===== src/rtl/uart_tx_param_if.sv =====
// -----------------------------------------------------------------------------
// uart_tx_param_if
// Word handshake between the system controller TX path and uart_tx_param.
//
// A word moves on a rising clock edge where Data_Valid && Ready are both high.
// The master drives P_DATA and Data_Valid and holds them until that edge.
// Ready comes only from the slave's registers; it never depends on Data_Valid.
//
// Signals:
//   P_DATA     [DATA_WIDTH-1:0]  word to transmit          (master -> slave)
//   Data_Valid                   word offer                (master -> slave)
//   Ready                        slave can take a word now (slave -> master)
// -----------------------------------------------------------------------------
interface uart_tx_param_if #(
    parameter int DATA_WIDTH = 8
);
    logic [DATA_WIDTH-1:0] P_DATA;
    logic                  Data_Valid;
    logic                  Ready;

    modport master (
        output P_DATA,
        output Data_Valid,
        input  Ready
    );

    modport slave (
        input  P_DATA,
        input  Data_Valid,
        output Ready
    );
endinterface


===== src/rtl/uart_tx_param.sv =====
// -----------------------------------------------------------------------------
// uart_tx_param
// Parametrised UART transmitter. Each frame is a start bit, then DATA_WIDTH
// data bits (LSB first), then an optional parity bit, then 1 or 2 stop bits.
// Every bit lasts max(i_prescale,1) clocks. The block runs on the UART clock,
// so it needs no external baud tick.
//
// Build option:
//   UART_TX_HOLD_REG_EN  adds a one-entry holding register. A word may be
//                        accepted during a frame and is sent right after the
//                        current stop bits. Ready = holding register empty.
//   (undefined)          Ready = idle || last stop clock.
//
// Ports:
//   clk, rst        transmit clock; asynchronous active-high reset
//   bus             slave side of uart_tx_param_if (P_DATA/Data_Valid/Ready)
//   i_par_en        1: insert a parity bit
//   i_par_typ       0: even parity, 1: odd parity
//   i_stop_two      1: two stop bits, 0: one stop bit
//   i_prescale      clocks per bit; 0 is treated as 1
//   o_tx_out        serial line, idle high, registered
//   o_busy          high while a frame is on the line
//   o_frame_done    one-cycle pulse on the last clock of the final stop bit
//   o_state         debug view of the FSM state
// -----------------------------------------------------------------------------
module uart_tx_param #(
    parameter int DATA_WIDTH     = 8,
    parameter int PRESCALE_WIDTH = 6
) (
    input  logic                      clk,
    input  logic                      rst,
    uart_tx_param_if.slave            bus,
    input  logic                      i_par_en,
    input  logic                      i_par_typ,
    input  logic                      i_stop_two,
    input  logic [PRESCALE_WIDTH-1:0] i_prescale,
    output logic                      o_tx_out,
    output logic                      o_busy,
    output logic                      o_frame_done,
    output logic [2:0]                o_state
);

    localparam int IDX_W = (DATA_WIDTH > 1) ? $clog2(DATA_WIDTH) : 1;
    localparam logic [IDX_W-1:0]          LAST_IDX = IDX_W'(DATA_WIDTH - 1);
    localparam logic [PRESCALE_WIDTH-1:0] P_ONE    = PRESCALE_WIDTH'(1);

    typedef enum logic [2:0] {
        ST_IDLE   = 3'd0,
        ST_START  = 3'd1,
        ST_DATA   = 3'd2,
        ST_PARITY = 3'd3,
        ST_STOP   = 3'd4
    } state_t;

    state_t                    r_state;
    logic [DATA_WIDTH-1:0]     r_shift;
    logic [PRESCALE_WIDTH-1:0] r_cnt;
    logic [PRESCALE_WIDTH-1:0] r_p;
    logic [IDX_W-1:0]          r_bit_idx;
    logic                      r_stop_idx;
    logic                      r_par_en;
    logic                      r_stop_two;
    logic                      r_parity;
    logic                      r_tx;
    logic                      r_busy;
    logic                      r_frame_done;

    logic                      w_ready;
    logic                      w_accept;
    logic                      w_hold_valid;
    logic [DATA_WIDTH-1:0]     w_hold_data;
    logic                      w_start_frame;
    logic [DATA_WIDTH-1:0]     w_next_word;
    logic [PRESCALE_WIDTH-1:0] w_p_new;
    logic [PRESCALE_WIDTH-1:0] w_p_last;
    logic [PRESCALE_WIDTH-1:0] w_cnt_inc;
    logic                      w_last_clk;
    logic                      w_p_is_one;
    logic                      w_final_stop;

    assign w_accept     = bus.Data_Valid && w_ready;
    assign w_p_new      = (i_prescale == '0) ? P_ONE : i_prescale;
    assign w_p_last     = r_p - P_ONE;
    assign w_cnt_inc    = r_cnt + P_ONE;
    assign w_last_clk   = (r_cnt == w_p_last);
    assign w_p_is_one   = (r_p == P_ONE);
    // True while the current stop bit is the last one of the frame.
    assign w_final_stop = r_stop_idx || !r_stop_two;

    // r_frame_done is high exactly on the last stop clock, so it doubles as
    // the frame-end marker. The holding register is empty whenever the FSM
    // is idle, so this one condition covers both build variants.
    assign w_start_frame = ((r_state == ST_IDLE) || r_frame_done) &&
                           (w_hold_valid || w_accept);
    assign w_next_word   = w_hold_valid ? w_hold_data : bus.P_DATA;

`ifdef UART_TX_HOLD_REG_EN
    logic                  r_hold_valid;
    logic [DATA_WIDTH-1:0] r_hold_data;

    // A word accepted while a frame is running parks here. A word accepted
    // when the line is free (idle or last stop clock) goes straight into the
    // shift register instead.
    always_ff @(posedge clk or posedge rst) begin
        if (rst) begin
            r_hold_valid <= 1'b0;
            r_hold_data  <= '0;
        end else if (w_start_frame) begin
            r_hold_valid <= 1'b0;
        end else if (w_accept) begin
            r_hold_valid <= 1'b1;
            r_hold_data  <= bus.P_DATA;
        end
    end

    assign w_hold_valid = r_hold_valid;
    assign w_hold_data  = r_hold_data;
    assign w_ready      = !r_hold_valid;
`else
    assign w_hold_valid = 1'b0;
    assign w_hold_data  = '0;
    assign w_ready      = (r_state == ST_IDLE) || r_frame_done;
`endif

    // All outputs are registered. Each branch sets them for the state being
    // entered. r_frame_done is raised one edge ahead so that it is high
    // during the last clock of the final stop bit.
    always_ff @(posedge clk or posedge rst) begin
        if (rst) begin
            r_state      <= ST_IDLE;
            r_shift      <= '0;
            r_cnt        <= '0;
            r_p          <= P_ONE;
            r_bit_idx    <= '0;
            r_stop_idx   <= 1'b0;
            r_par_en     <= 1'b0;
            r_stop_two   <= 1'b0;
            r_parity     <= 1'b0;
            r_tx         <= 1'b1;
            r_busy       <= 1'b0;
            r_frame_done <= 1'b0;
        end else begin
            r_frame_done <= 1'b0;
            if (w_start_frame) begin
                // Latch the word and the whole frame config here; later
                // changes on the config inputs wait for the next frame.
                r_state    <= ST_START;
                r_shift    <= w_next_word;
                r_par_en   <= i_par_en;
                r_stop_two <= i_stop_two;
                r_p        <= w_p_new;
                r_parity   <= (^w_next_word) ^ i_par_typ;
                r_cnt      <= '0;
                r_bit_idx  <= '0;
                r_stop_idx <= 1'b0;
                r_tx       <= 1'b0;
                r_busy     <= 1'b1;
            end else begin
                case (r_state)
                    ST_IDLE: begin
                        r_tx   <= 1'b1;
                        r_busy <= 1'b0;
                    end
                    ST_START: begin
                        if (w_last_clk) begin
                            r_state <= ST_DATA;
                            r_cnt   <= '0;
                            r_tx    <= r_shift[0];
                        end else begin
                            r_cnt <= w_cnt_inc;
                        end
                    end
                    ST_DATA: begin
                        if (w_last_clk) begin
                            r_cnt   <= '0;
                            r_shift <= r_shift >> 1;
                            if (r_bit_idx == LAST_IDX) begin
                                if (r_par_en) begin
                                    r_state <= ST_PARITY;
                                    r_tx    <= r_parity;
                                end else begin
                                    r_state      <= ST_STOP;
                                    r_stop_idx   <= 1'b0;
                                    r_tx         <= 1'b1;
                                    r_frame_done <= w_p_is_one && !r_stop_two;
                                end
                            end else begin
                                r_bit_idx <= r_bit_idx + 1'b1;
                                r_tx      <= r_shift[1];
                            end
                        end else begin
                            r_cnt <= w_cnt_inc;
                        end
                    end
                    ST_PARITY: begin
                        if (w_last_clk) begin
                            r_state      <= ST_STOP;
                            r_cnt        <= '0;
                            r_stop_idx   <= 1'b0;
                            r_tx         <= 1'b1;
                            r_frame_done <= w_p_is_one && !r_stop_two;
                        end else begin
                            r_cnt <= w_cnt_inc;
                        end
                    end
                    ST_STOP: begin
                        if (w_last_clk) begin
                            if (!w_final_stop) begin
                                // First of two stop bits done.
                                r_stop_idx   <= 1'b1;
                                r_cnt        <= '0;
                                r_frame_done <= w_p_is_one;
                            end else begin
                                // Frame end with nothing to chain.
                                r_state <= ST_IDLE;
                                r_cnt   <= '0;
                                r_tx    <= 1'b1;
                                r_busy  <= 1'b0;
                            end
                        end else begin
                            r_cnt        <= w_cnt_inc;
                            r_frame_done <= (w_cnt_inc == w_p_last) && w_final_stop;
                        end
                    end
                    default: begin
                        r_state <= ST_IDLE;
                        r_tx    <= 1'b1;
                        r_busy  <= 1'b0;
                    end
                endcase
            end
        end
    end

    assign bus.Ready    = w_ready;
    assign o_tx_out     = r_tx;
    assign o_busy       = r_busy;
    assign o_frame_done = r_frame_done;
    assign o_state      = r_state;

endmodule

===== src/flat_wrapper.sv =====
// flat-port wrapper written by rule: the top's interface ports become plain ports
module uart_tx_param_flat 
#(
    parameter int DATA_WIDTH     = 8,
    parameter int PRESCALE_WIDTH = 6
)
  (clk, rst, i_par_en, i_par_typ, i_stop_two, i_prescale, o_tx_out, o_busy, o_frame_done, o_state, bus_P_DATA, bus_Data_Valid, bus_Ready);
  uart_tx_param_if #(.DATA_WIDTH(DATA_WIDTH)) bus_i ();
  input  logic clk;
  input  logic rst;
  input  logic i_par_en;
  input  logic i_par_typ;
  input  logic i_stop_two;
  input  logic [PRESCALE_WIDTH-1:0] i_prescale;
  output logic o_tx_out;
  output logic o_busy;
  output logic o_frame_done;
  output logic [2:0] o_state;
  input wire logic [$bits(bus_i.P_DATA)-1:0] bus_P_DATA;
  input wire logic [$bits(bus_i.Data_Valid)-1:0] bus_Data_Valid;
  output wire logic [$bits(bus_i.Ready)-1:0] bus_Ready;
  assign bus_i.P_DATA = bus_P_DATA;
  assign bus_i.Data_Valid = bus_Data_Valid;
  assign bus_Ready = bus_i.Ready;
  uart_tx_param #(.DATA_WIDTH(DATA_WIDTH), .PRESCALE_WIDTH(PRESCALE_WIDTH)) u_core (.clk(clk), .rst(rst), .bus(bus_i), .i_par_en(i_par_en), .i_par_typ(i_par_typ), .i_stop_two(i_stop_two), .i_prescale(i_prescale), .o_tx_out(o_tx_out), .o_busy(o_busy), .o_frame_done(o_frame_done), .o_state(o_state));
endmodule

===== config.mk =====
export PLATFORM = sky130hd
export DESIGN_NAME = uart_tx_param_flat
export DESIGN_NICKNAME = d
export VERILOG_FILES = /design/src/rtl/uart_tx_param_if.sv /design/src/rtl/uart_tx_param.sv /design/src/flat_wrapper.sv
export SDC_FILE = /design/constraint.sdc
export NUM_CORES = 1
export LEC_CHECK = 0
export ABC_AREA = 1
export CAP_MARGIN = 25
export CORE_ASPECT_RATIO = 0.9
export CORE_MARGIN = 2
export CORE_UTILIZATION = 55
export DETAILED_ROUTE_END_ITERATION = 10
export PLACE_DENSITY = 0.79
export SLEW_MARGIN = 30
export SYNTH_ARGS = -nofsm -noshare
export SYNTH_HDL_FRONTEND = slang
export SYNTH_SLANG_ARGS = --single-unit

===== constraint.sdc =====
create_clock -name clk -period 5.1 [get_ports clk]
set_input_delay 1.02 -clock clk [delete_from_list [all_inputs] [get_ports clk]]
set_output_delay 1.02 -clock clk [all_outputs]
set_load 0.05 [all_outputs]

== Word level (Yosys, flattened, before mapping) ==
Cells that the tools add are included.

* Flip-flop bits (word level): 33
* Bits of input ports: 20
* Output and inout port bits: 7
* Logic and storage cells: 106

* Add/subtract/negate cells: 3
* Equal/unequal tests: 19
* Multiplexer cells: 49
* Bitwise gates (word level): 1
* Reduce and logical (&&, ||, !) cells: 22

{| class="wikitable"
|+ Operators by type and width
! kind !! number
|-
| 3-bit 2-to-1 mux || 12
|-
| 1-bit 2-to-1 mux || 25
|-
| 6-bit 2-to-1 mux || 4
|-
| 8-bit 2-to-1 mux || 3
|-
| 3-bit by 1-bit inequality test with 1-bit output, second input constant || 6
|-
| 3-bit case mux with 5 select lines || 1
|-
| 7-bit AND reduction || 2
|-
| 6-bit equality test || 2
|-
| 8-bit parity || 1
|-
| 6-bit by 1-bit adder with 6-bit output, second input constant || 1
|-
| 3-bit by 2-bit equality test with 1-bit output, second input constant || 2
|-
| 3-bit equality test, second input constant || 2
|-
| 6-bit by 1-bit equality test with 1-bit output, second input constant || 1
|-
| 6-bit logical NOT || 1
|-
| 2-bit by 1-bit inequality test with 1-bit output, second input constant || 3
|-
| 1-bit case mux with 3 select lines || 2
|-
| 3-bit AND reduction || 2
|-
| 2-bit nonzero test || 3
|-
| 6-bit by 1-bit subtractor with 6-bit output, second input constant || 1
|-
| 5-bit AND reduction || 1
|-
| 1-bit logical AND || 4
|-
| 1-bit case mux with 4 select lines || 1
|-
| 4-bit nonzero test || 1
|-
| 4-bit OR reduction || 1
|-
| other kinds (11) || 12
|}

== Logic depth before layout (Yosys ltp) ==
Gate-level depths: netlist of run 1.

* Word-level depth: 7
* Gate-level depth with buffers: 14
* Depth with buffers taken out: 14

== Worst setup path before layout of run 1 ==
Ideal clock, no wire load.

* Kind: flip-flop to output port
* Start point: register u_core.r_state[1], in the netlist u_core.o_state[1]
* End point: output port bus_Ready
* Arrival time: 1.258 ns
* Path slack: 2.822 ns
* Cell stages (with the launch flop): 4
* Cells stage by stage: dfrtp_1 -> nor2_1 -> nand2_1 -> nand2_1

* Cells in the longest elaborated chain, start to end: 2

{| class="wikitable"
|+ RTL lines
! what !! line !! source
|-
| start, declared || uart_tx_param.sv:55 || <nowiki>state_t r_state;</nowiki>
|-
| start signal, assigned || uart_tx_param.sv:130 || <nowiki>r_state <= ST_IDLE;</nowiki>
|-
| start signal, assigned || uart_tx_param.sv:147 || <nowiki>r_state <= ST_START;</nowiki>
|-
| start signal, assigned || uart_tx_param.sv:166 || <nowiki>r_state <= ST_DATA;</nowiki>
|-
| 3-bit logical NOT || uart_tx_param.sv:122 || <nowiki>assign w_ready = (r_state == ST_IDLE) || r_frame_done;</nowiki>
|-
| 1-bit logical OR || uart_tx_param.sv:122 ||
|-
| end, declared || flat_wrapper.sv:21 || <nowiki>output wire logic [$bits(bus_i.Ready)-1:0] bus_Ready;</nowiki>
|}

No other way between the ends.

== Worst setup path in the final report of run 1 ==
* Start point: input port bus_Data_Valid
* End point: register u_core.r_tx, in the netlist u_core.o_tx_out

* Cells in the longest elaborated chain, start to end: 4
* Elaborated cells on any way between the ends: 9

{| class="wikitable"
|+ RTL lines
! what !! line !! source
|-
| start, declared || flat_wrapper.sv:20 || <nowiki>input wire logic [$bits(bus_i.Data_Valid)-1:0] bus_Data_Valid;</nowiki>
|-
| 1-bit logical AND (*) || uart_tx_param.sv:81 || <nowiki>assign w_accept = bus.Data_Valid && w_ready;</nowiki>
|-
| 1-bit logical AND (*) || uart_tx_param.sv:93 || <nowiki>assign w_start_frame = ((r_state == ST_IDLE) || r_frame_done) &&</nowiki>
|-
| 3-bit by 1-bit inequality test with 1-bit output (no source line) || -- ||
|-
| 5-bit AND reduction (no source line) || -- ||
|-
| end signal, assigned || uart_tx_param.sv:168 || <nowiki>r_tx <= r_shift[0];</nowiki>
|-
| end signal, assigned || uart_tx_param.sv:180 || <nowiki>r_tx <= r_parity;</nowiki>
|-
| end signal, assigned || uart_tx_param.sv:189 || <nowiki>r_tx <= r_shift[1];</nowiki>
|-
| end, declared || uart_tx_param.sv:64 || <nowiki>logic r_tx;</nowiki>
|}

Mark *: on every way between the ends. The rest lies on a longest branch, timed or not.
A chain may end at the register's enable or synchronous reset.

==> metrics.md, run 1 <==
| Metric | Value |
|---|---|
| Hpwl dp | roughly 3.6 mm |
| Slew Viols, Final | 0 |
| Clock skew | 0.00672 ns |
| R2R Setup Slk | 2.50 ns |
| Fin crit share | 0.602 |
| Via Count | 2088 |
| Clock buffer depth | 2 |
| Dominant synthesized flop cell | dfrtp_1 |
| Async set-reset flop share out of synthesis | 1.00 |
| Port Buffers | 26 |
| CP Launch Type | input pin |
| Yosys warns | 0 |
| Reg2Reg Launch Point | u_core.o_state[1] |
| VDD IR-drop max | 0.291 mV |
| First-pass GRT wire length | 8.03 mm |
| Syn Nets | 350 |
| Post-CTS Hold Fix Bufs | 0 |
| Grt total ovfl | 0 |
| Yosys reg bits | 33 |
| Core Footprint | 4020 um^2 |
| Syn Std Cell Area | 2270 um^2 |
| PwrDens | 605 nW/um^2 |
| Routability cong. | a little over 0.9 |
| Total chip power | 0.00162 W |
| Die Y | about 65 um |
| Net Switching | 0.000785 W |
| Total CTS buffers | 5 |
| Final hold violation count | 0 |
| Hold Crit Class | reg -> reg |
| Crit Reg-Reg Endpoint | u_core.o_tx_out |
| Maximum Capacitance Violations | 0 |
| Post-layout util | 0.665 |
| Initial antenna violation count | 0 |
| Antenna-violating nets left | 0 |
| CTS resizes | 0 |
| FMAX | approximately 330 MHz |
| Max transition margin | 0.497 |
| # diodes | 0 |
| Cell internal pwr | 0.000831 W |
| Depth of the most critical reg-to-reg path | 9 |
| Yosys cell types | 35 |
| Setup TNS | 0 ns |
| Root Buffer | clkbuf_8 |
| Status | completed |
| Reg clk slew, reported paths | 0.07 ns |
| Vias in the first global route | approximately 1900 |
| Drt total wl | approximately 4.7 mm |
| Min Tclk post-route | 3.07 ns |
| Inst Count DP | 391 |
| WL/cell | 11.7 um |
| RSZ-0062 raised after global routing | no |
| Clock share of power | 0.156 |
| Postcts setup bufs | 0 |
| Initial Util | 0.566 |
| Iteration-0 DRC Markers | 155 |
| Die area | 4670 um^2 |
| Top Ports | 27 |
| Largest net degree at the start of global routing | 36 |
| Leak | 1.31 nW |
| Htree depth | 2 |
| Number of flops mapped to enable cells by yosys | 0 |
| Register area share after synthesis | 0.364 |
| Part of the power in combinational logic | 0.564 |
| Rows | 22 |
| Most frequent cells in the layout | nand2_1, inv_1, dfrtp_1, nand3_1, clkdlybuf4s50_1 |
| Critical path destination | u_core.o_tx_out |
| Post-Syn Area per Cell | ~7 um^2 |
| Share of power burned in registers | 0.280 |
| Commonest non-fill, non-tap cell in the layout | nand2_1 |
| Share of layout cells above drive strength 1 | 0.0855 |
| Area Growth Syn to Fin | 17.4% |
| Residual DRC | 0 |
| Post-synthesis instance total | 325 |
| Chip width | 71.8 um |
| Crit path capture type | register |
| Vias per std cell | approximately 5.2 |
| Total track usage | 0.224 |
| WP data required | about 5.3 ns |
| Crit path DAT | 3.29 ns |
| Worst-Skew Late Latency | 0.29 ns |
| Crit Path Category | in -> reg |
| Worst-path fanout max | 35 |
| Non-Filler Instances | approximately 400 |
| Fin nets | 375 |
| First-pass DRT Iterations | 4 |
| Actual slew at the worst max-slew pin | about 0.75 ns |
| CTS tree | yes |
| CP Launch Point | bus_Data_Valid |
| Endpoints failing setup | 0 |
| CTS sink cnt | 33 |
| Switching part of the total | 0.486 |
## routing by layer
layer | share of wire | up-vias | track usage | wire (um)
li1 | - | 1093 | - | -
met1 | 0.49 | 934 | 0.305 | 2300
met2 | 0.44 | 56 | 0.353 | 2060
met3 | 0.054 | 5 | 0.0575 | 252
met4 | 0.013 | 0 | 0.0637 | 61
met5 | 0 | - | 0 | 0
## layout make-up
type / instances / area (um^2)
timing repair buffer: 27 / 268
tap: 48 / 60.1
fill: 377 / 1350
clock buffer: 7 / 86.3
sequential: 33 / 828
clock inverter: 1 / 30.0
inverter: 46 / 173
multi-input combinational: 237 / 1230
## cell usage after synthesis (3+ instances only)
library cell	n	area, um^2
o21ai_1	6	30.0
dfrtp_1	31	776
nor2_1	20	75.1
inv_1	42	158
a21oi_1	3	15.0
clkbuf_1	5	18.8
nand3_1	26	130
nand4_1	9	56.3
inv_2	4	15.0
nand2_1	103	387
o21ai_0	24	120
xor2_1	6	52.6
o22ai_1	5	31.3
ha_1	5	62.6
xnor2_1	5	43.8
nand2_2	5	31.3
## logic make-up after synthesis
kind of cell / share of synthesized area
multiplexers: 0.00880
XOR/XNOR: 0.0424
adder cells (fa/ha/maj): 0.0275
buffers and inverters: 0.0968
AO/OA/AOI/OAI: 0.127
AND/OR/NAND/NOR: 0.333
flip-flops: 0.364
## flip-flops by register name, summed over array words and instances, names as in the netlist
name	cells
u_core.r_bit_idx	3
u_core.r_shift	8
u_core.r_p	6
u_core.r_par_en	1
u_core.r_parity	1
u_core.r_cnt	6
u_core.o_busy	1
u_core.o_state	3
u_core.r_stop_two	1
u_core.r_stop_idx	1
u_core.o_tx_out	1
u_core.o_frame_done	1
## critical path, stage by stage
cell	delay, ns
clkdlybuf4s50_1	0.46
a21boi_4	0.62
inv_2	0.32
nand3_2	0.22
nand3_1	0.32
nand2_1	0.18
nand2_1	0.06
o21ai_0	0.07
## power by group through the flow
stage / Sequential, W / Clock [W] / Combinational, W
floorplan: 0.000478 / 0 / 0.000706
global placement: 0.000451 / 0 / 0.000892
detailed placement: 0.000455 / 0 / 0.000908
CTS: 0.000452 / 0.000255 / 0.000913
global route: 0.000466 / 0.000265 / 0.00104
finish: 0.000452 / 0.000252 / 0.000912
## per-stage QoR
step	instance area, um^2	setup slack (ns)	hold slack, ns
after floorplan	2270	2.82	0.453
after global placement	2550	1.80	0.469
after detailed placement	2550	1.72	0.473
after CTS	2670	2.03	0.488
final	2670	2.03	0.484
after global routing	2670	1.72	0.497
## worst min path at each step
stage                   startpoint                   to  depth (start not counted)
2_1_floorplan    u_core.r_stop_idx    u_core.r_stop_idx                          2
3_3_place_gp         u_core.o_busy        u_core.o_busy                          2
3_5_place_dp         u_core.o_busy        u_core.o_busy                          2
4_1_cts        u_core.r_bit_idx[0]  u_core.r_bit_idx[0]                          1
5_1_grt        u_core.r_bit_idx[0]  u_core.r_bit_idx[0]                          1
6_report       u_core.r_bit_idx[0]  u_core.r_bit_idx[0]                          1
Note: power is estimated with default switching activity, not from simulation.
==> run 2: changes to the inputs <==
CORE_UTILIZATION = 51   (was 55)
PLACE_DENSITY = 0.77   (was 0.79)
clock period = 2.6 ns   (was 5.1 ns; I/O delays follow)
==> run 2 against run 1 <==
Sequential power rose by 96%. Core utilization fell by 4.8 points. Cell area increased by 0.94%. Die area rose by 7.4%. Flip-flop and latch count unchanged. Combinational power grew 97%. Highest routed layer unchanged. Worst hold slack better by 0.0056 ns.
==> metrics.md, run 2 (synthesized netlist as in run 1, its figures left out) <==
| Metric | Value |
|---|---|
| Root Buffer | clkbuf_8 |
| Initial antenna violation count | 0 |
| Clock skew | 0.00664 ns |
| Total track usage | 0.214 |
| HP Start | u_core.o_busy |
| Cell internal pwr | 0.00163 W |
| Drt total wl | 4.72 mm |
| Min Tclk post-route | 2.39 ns |
| Chip width | ~74 um |
| Most frequent cells in the layout | nand2_1, inv_1, dfrtp_1, nand3_1, clkdlybuf4s50_1 |
| Routability cong. | ~0.85 |
| Worst hold path cell count | 2 |
| Net Switching | 0.00155 W |
| Maximum Capacitance Violations | 0 |
| WL/cell | 11.4 um |
| Final hold violation count | 0 |
| Leak | 1.32 nW |
| Reg clk slew, reported paths | ~0.060 ns |
| Iteration-0 DRC Markers | ~190 |
| Reg2Reg Launch Point | u_core.r_p[0] |
| Endpoints failing setup | 0 |
| First-pass DRT Iterations | 4 |
| R2R Setup Slk | around 0.35 ns |
| Part of the power in combinational logic | 0.564 |
| # fillers | 430 |
| Die area | 5010 um^2 |
| Worst-Skew Late Latency | 0.29 ns |
| Htree depth | 2 |
| Antenna-violating nets left | 0 |
| Fin crit share | 0.920 |
| RSZ-0062 raised after global routing | no |
| Hold Crit Class | reg -> reg |
| VDD IR-drop max | roughly 0.54 mV |
| Total CTS buffers | 5 |
| Share of power burned in registers | 0.278 |
| PwrDens | 1180 nW/um^2 |
| Initial Util | 0.520 |
| Hold endpoint | u_core.o_busy |
| Largest net degree at the start of global routing | 35 |
| Fin nets | 376 |
| CTS tree | yes |
| First-pass GRT wire length | 8.23 mm |
| Die Y | 67.4 um |
| Port Buffers | 26 |
| Vias per std cell | 5.06 |
| Post-Place Worst Slack | about 0.36 ns |
| Residual DRC | 0 |
| Worst-path fanout max | 5 |
| Clock buffer depth | 2 |
| # diodes | 0 |
| Postcts setup bufs | 0 |
| Via Count | 2096 |
| Max transition margin | 0.670 |
| Slew Viols, Final | 0 |
| Status | completed |
| FMAX | 418 MHz |
| Vias in the first global route | 1871 |
| WP data required | 2.08 ns |
| CP Launch Type | register |
| Switching part of the total | 0.487 |
| Clock share of power | 0.157 |
| Rows | 23 |
| Commonest non-fill, non-tap cell in the layout | nand2_1 |
| Largest register by flop count | u_core.r_shift |
| Actual slew at the worst max-slew pin | around 0.49 ns |
| Crit path capture type | primary output |
| Setup TNS | 0 ns |
| Depth of the most critical reg-to-reg path | 12 |
| Hpwl dp | 3.56 mm |
| Crit path DAT | 1.87 ns |
| Area Growth Syn to Fin | 18.5% |
| Post-CTS Hold Fix Bufs | 0 |
| Grt total ovfl | 0 |
| Core Footprint | roughly 4400 um^2 |
| Largest registers | u_core.r_shift (8), u_core.r_cnt (6), u_core.r_p (6) |
| Max reg flops | 8 |
| Worst setup margin | roughly 0.21 ns |
| CTS sink cnt | 33 |
| CTS resizes | 0 |
| Crit Path Category | reg -> out |
| Top Ports | 27 |
| Crit Reg-Reg Endpoint | u_core.o_tx_out |
| Share of layout cells above drive strength 1 | 0.0881 |
-- run 2: cell count changes in the layout (fill, tap and decap cells not counted) --
cell,delta
buf_4,+1
-- run 2: metal layers --
metal  part of all wire  wire length (um)  vias up  track usage
li1                   -                 -     1097            -
met1               0.49              2300      919        0.307
met2               0.43              2020       73        0.319
met3              0.071               333        7       0.0373
met4              0.012                58        0       0.0938
met5                  0                 0        -            0
-- run 2: stage by stage --
step	instance area (um^2)	cells	power [W]	util	hold WS [ns]
floorplan	2270	325	0.00232	-	0.453
global placement	2580	406	0.00264	0.590	0.464
detailed placement	2580	406	0.00267	0.590	0.471
CTS	2700	414	0.00319	0.616	0.487
global route	2700	414	0.00349	0.616	0.507
finish	2700	414	0.00319	0.616	0.490
-- run 2: area by class of cell --
type / instances / area, um^2 / area share
sequential: 33 / 828 / 0.307
timing repair buffer: 28 / 275 / 0.102
inverter: 46 / 173 / 0.0640
clock inverter: 1 / 30.0 / 0.0111
multi-input combinational: 237 / 1230 / 0.455
tap: 62 / 77.6 / 0.0288
clock buffer: 7 / 86.3 / 0.0320
-- run 2: worst max path at each step --
stage | start | endpoint | cells after the start
2_1_floorplan | u_core.r_p[0] | u_core.o_state[1] | 14
3_3_place_gp | bus_Data_Valid | u_core.o_state[1] | 8
3_5_place_dp | u_core.r_p[0] | u_core.o_tx_out | 12
4_1_cts | u_core.o_state[1] | bus_Ready | 4
5_1_grt | u_core.r_p[0] | u_core.o_tx_out | 12
6_report | u_core.o_state[1] | bus_Ready | 4
-- run 2: critical path, stage by stage, from the launching register on --
cell	delay (ns)
dfrtp_1	0.43
nor2_1	0.15
nand2_1	0.13
nand2_1	0.08
clkdlybuf4s50_1	0.79
-- run 2: power groups by stage --
stage / Combinational (W) / Sequential (W) / Clock, W
3_5_place_dp: 0.00178 / 0.000892 / 0
5_1_grt: 0.00205 / 0.000913 / 0.000528
3_3_place_gp: 0.00176 / 0.000884 / 0
6_report: 0.00180 / 0.000886 / 0.000502
2_1_floorplan: 0.00138 / 0.000938 / 0
4_1_cts: 0.00180 / 0.000884 / 0.000507
==> run 3: changes to the inputs <==
==> constraint.sdc (replaced) <==
create_clock -name clk -period 2.6 [get_ports clk]
set_input_delay 0.26 -clock clk [delete_from_list [all_inputs] [get_ports clk]]
set_output_delay 0.26 -clock clk [all_outputs]
set_load 0.05 [all_outputs]
==> run 3 against run 2 <==
Worst hold slack lost 0.13 ns. Clock skew is 0.0045 ns lower. Critical path depth is 8 higher. Core utilization decreased by 0.77 points. Global-route usage shrank 0.42 points. Critical endpoint is now u_core.r_shift[4]. Sequential power is essentially flat. Register-to-register slack better by 0.02 ns. Count of clock-buffer cells in the layout shrank 1. Sequential share of layout area grew 0.39 points. Setup slack better by 0.16 ns. Cell area decreased by 1.3%. Die area did not move.
==> metrics.md, run 3 (synthesized netlist as in run 1, its figures left out) <==
| Metric | Value |
|---|---|
| Final hold violation count | 0 |
| Clock skew | 0.00213 ns |
| Buf/Inv on CP | 2 |
| Crit path capture type | register |
| Seq. cell area | between 800 and 900 um^2 |
| Status | completed |
| Htree depth | 2 |
| Clock buffer depth | 2 |
| Drt total wl | about 4.6 mm |
| Die Y | 67.4 um |
| Most used cell along the critical path | nand2_1 |
| # fillers | 432 |
| Root Buffer | clkbuf_8 |
| Port Buffers | 26 |
| Residual DRC | 0 |
| Commonest non-fill, non-tap cell in the layout | nand2_1 |
| First-pass GRT wire length | 8.13 mm |
| Iteration-0 DRC Markers | 155 |
| Inst Count DP | 406 |
| Initial antenna violation count | 0 |
| WL/cell | around 11 um |
| CP Launch Type | register |
| Slew Viols, Final | 0 |
| Non-Filler Instances | 414 |
| PwrDens | 1150 nW/um^2 |
| Top Ports | 27 |
| Postcts setup bufs | 0 |
| Core Footprint | 4370 um^2 |
| CP max stage cell | dfstp_2 |
| Vias per std cell | 4.98 |
| Fin crit share | 0.858 |
| Rows | 23 |
| WP data required | 2.81 ns |
| First-pass DRT Iterations | 4 |
| Largest registers | u_core.r_shift (8), u_core.r_cnt (6), u_core.r_p (6) |
| Hold Crit Class | in -> async |
| Crit Path Category | reg -> reg |
| Share of layout cells above drive strength 1 | 0.0881 |
| Cell family with most CP delay | simple AND/OR/NAND/NOR gates |
| Via Count | 2061 |
| Largest net degree at the start of global routing | 35 |
| Max stage delay on crit path | 0.55 ns |
| Combined area of the multi-input logic cells | 1230 um^2 |
| Total track usage | 0.210 |
| Vias in the first global route | 1846 |
| Setup TNS | 0 ns |
| Die area | 5010 um^2 |
| Maximum Capacitance Violations | 0 |
| FMAX | 448 MHz |
| Antenna-violating nets left | 0 |
| Worst hold slack | 0.359 ns |
| Leak | 1.30 nW |
| RSZ-0062 raised after global routing | no |
| Area Growth Syn to Fin | 17.1% |
| CTS sink cnt | 33 |
| Total chip power | just over 0.003 W |
| Post-layout util | 0.609 |
| Initial Util | 0.520 |
| Worst-Skew Late Latency | approximately 0.28 ns |
| Max reg flops | 8 |
| Fin nets | 376 |
| CTS tree | yes |
| Chip width | 74.4 um |
| # diodes | 0 |
| Most frequent cells in the layout | nand2_1, inv_1, dfrtp_1, nand3_1, clkdlybuf4s50_1 |
| Crit path DAT | 2.44 ns |
| Hpwl dp | 3.52 mm |
| Post-CTS Hold Fix Bufs | 0 |
| Total CTS buffers | 5 |
| Routability cong. | 0.895 |
| Min Tclk post-route | 2.23 ns |
| Critical-path cell list | inv_2 -> ha_1 -> inv_1 -> nand2_1 -> nand2_1 -> nor2_1 -> nand3_1 -> nor2_2 -> nand3_4 -> o21ai_4 -> nand2_1 -> o21ai_1 |
| Largest register by flop count | u_core.r_shift |
| Max transition margin | 0.672 |
| Reg clk slew, reported paths | about 0.070 ns |
| Worst-path fanout max | 15 |
| Actual slew at the worst max-slew pin | 0.490 ns |
| VDD IR-drop max | 0.413 mV |
| Grt total ovfl | 0 |
| Endpoints failing setup | 0 |
| CTS resizes | 0 |
run 3: cell types whose count changed in the layout (fill, tap and decap cells not counted), sizes merged:
cell,delta
bufinv,-1
clkinv,+2
clkbuf,-1
run 3: metrics by stage:
step	area, um^2	setup slack (ns)
floorplan	2270	0.622
global placement	2580	0.453
detailed placement	2580	0.362
CTS	2660	0.364
global route	2660	0.116
finish	2660	0.369
run 3: worst paths after layout:
check	slack [ns]	cells after the start	from	end
worst max-delay path	0.37	12	u_core.r_p[0]	u_core.r_shift[4]
worst min-delay path	0.36	3	rst	u_core.r_p[3]
worst max register to register	0.37	12	u_core.r_p[0]	u_core.r_shift[4]
worst min register to register	0.49	1	u_core.r_bit_idx[0]	u_core.r_bit_idx[0]
max in group asynchronous	1.91	3	rst	u_core.o_tx_out
min in group clk	0.49	1	u_core.r_bit_idx[0]	u_core.r_bit_idx[0]
run 3: per-layer routing:
layer  GRT usage  routed length [um]  up-vias
li1            -                   -     1093
met1       0.305                2380      910
met2       0.313                1950       53
met3      0.0493                 253        5
met4      0.0603                  52        0
met5           0                   0        -
run 3: area by class of cell:
| type | instances | area share |
|---|---|---|
| Inverter | 46 | 0.0648 |
| Tap cell | 62 | 0.0291 |
| Timing Repair Buffer | 28 | 0.103 |
| Sequential cell | 33 | 0.311 |
| Clock inverter | 2 | 0.00376 |
| Multi-Input combinational cell | 237 | 0.461 |
| Clock buffer | 6 | 0.0273 |
run 3: power by group:
group          internal [W]  switching, W
registers          0.000716      0.000169
logic              0.000606       0.00120
clock network      0.000185      0.000183
run 3: tightest hold or removal path, cell delays in order:
cell	delay, ns
clkdlybuf4s50_1	0.40
inv_1	0.05
buf_4	0.36
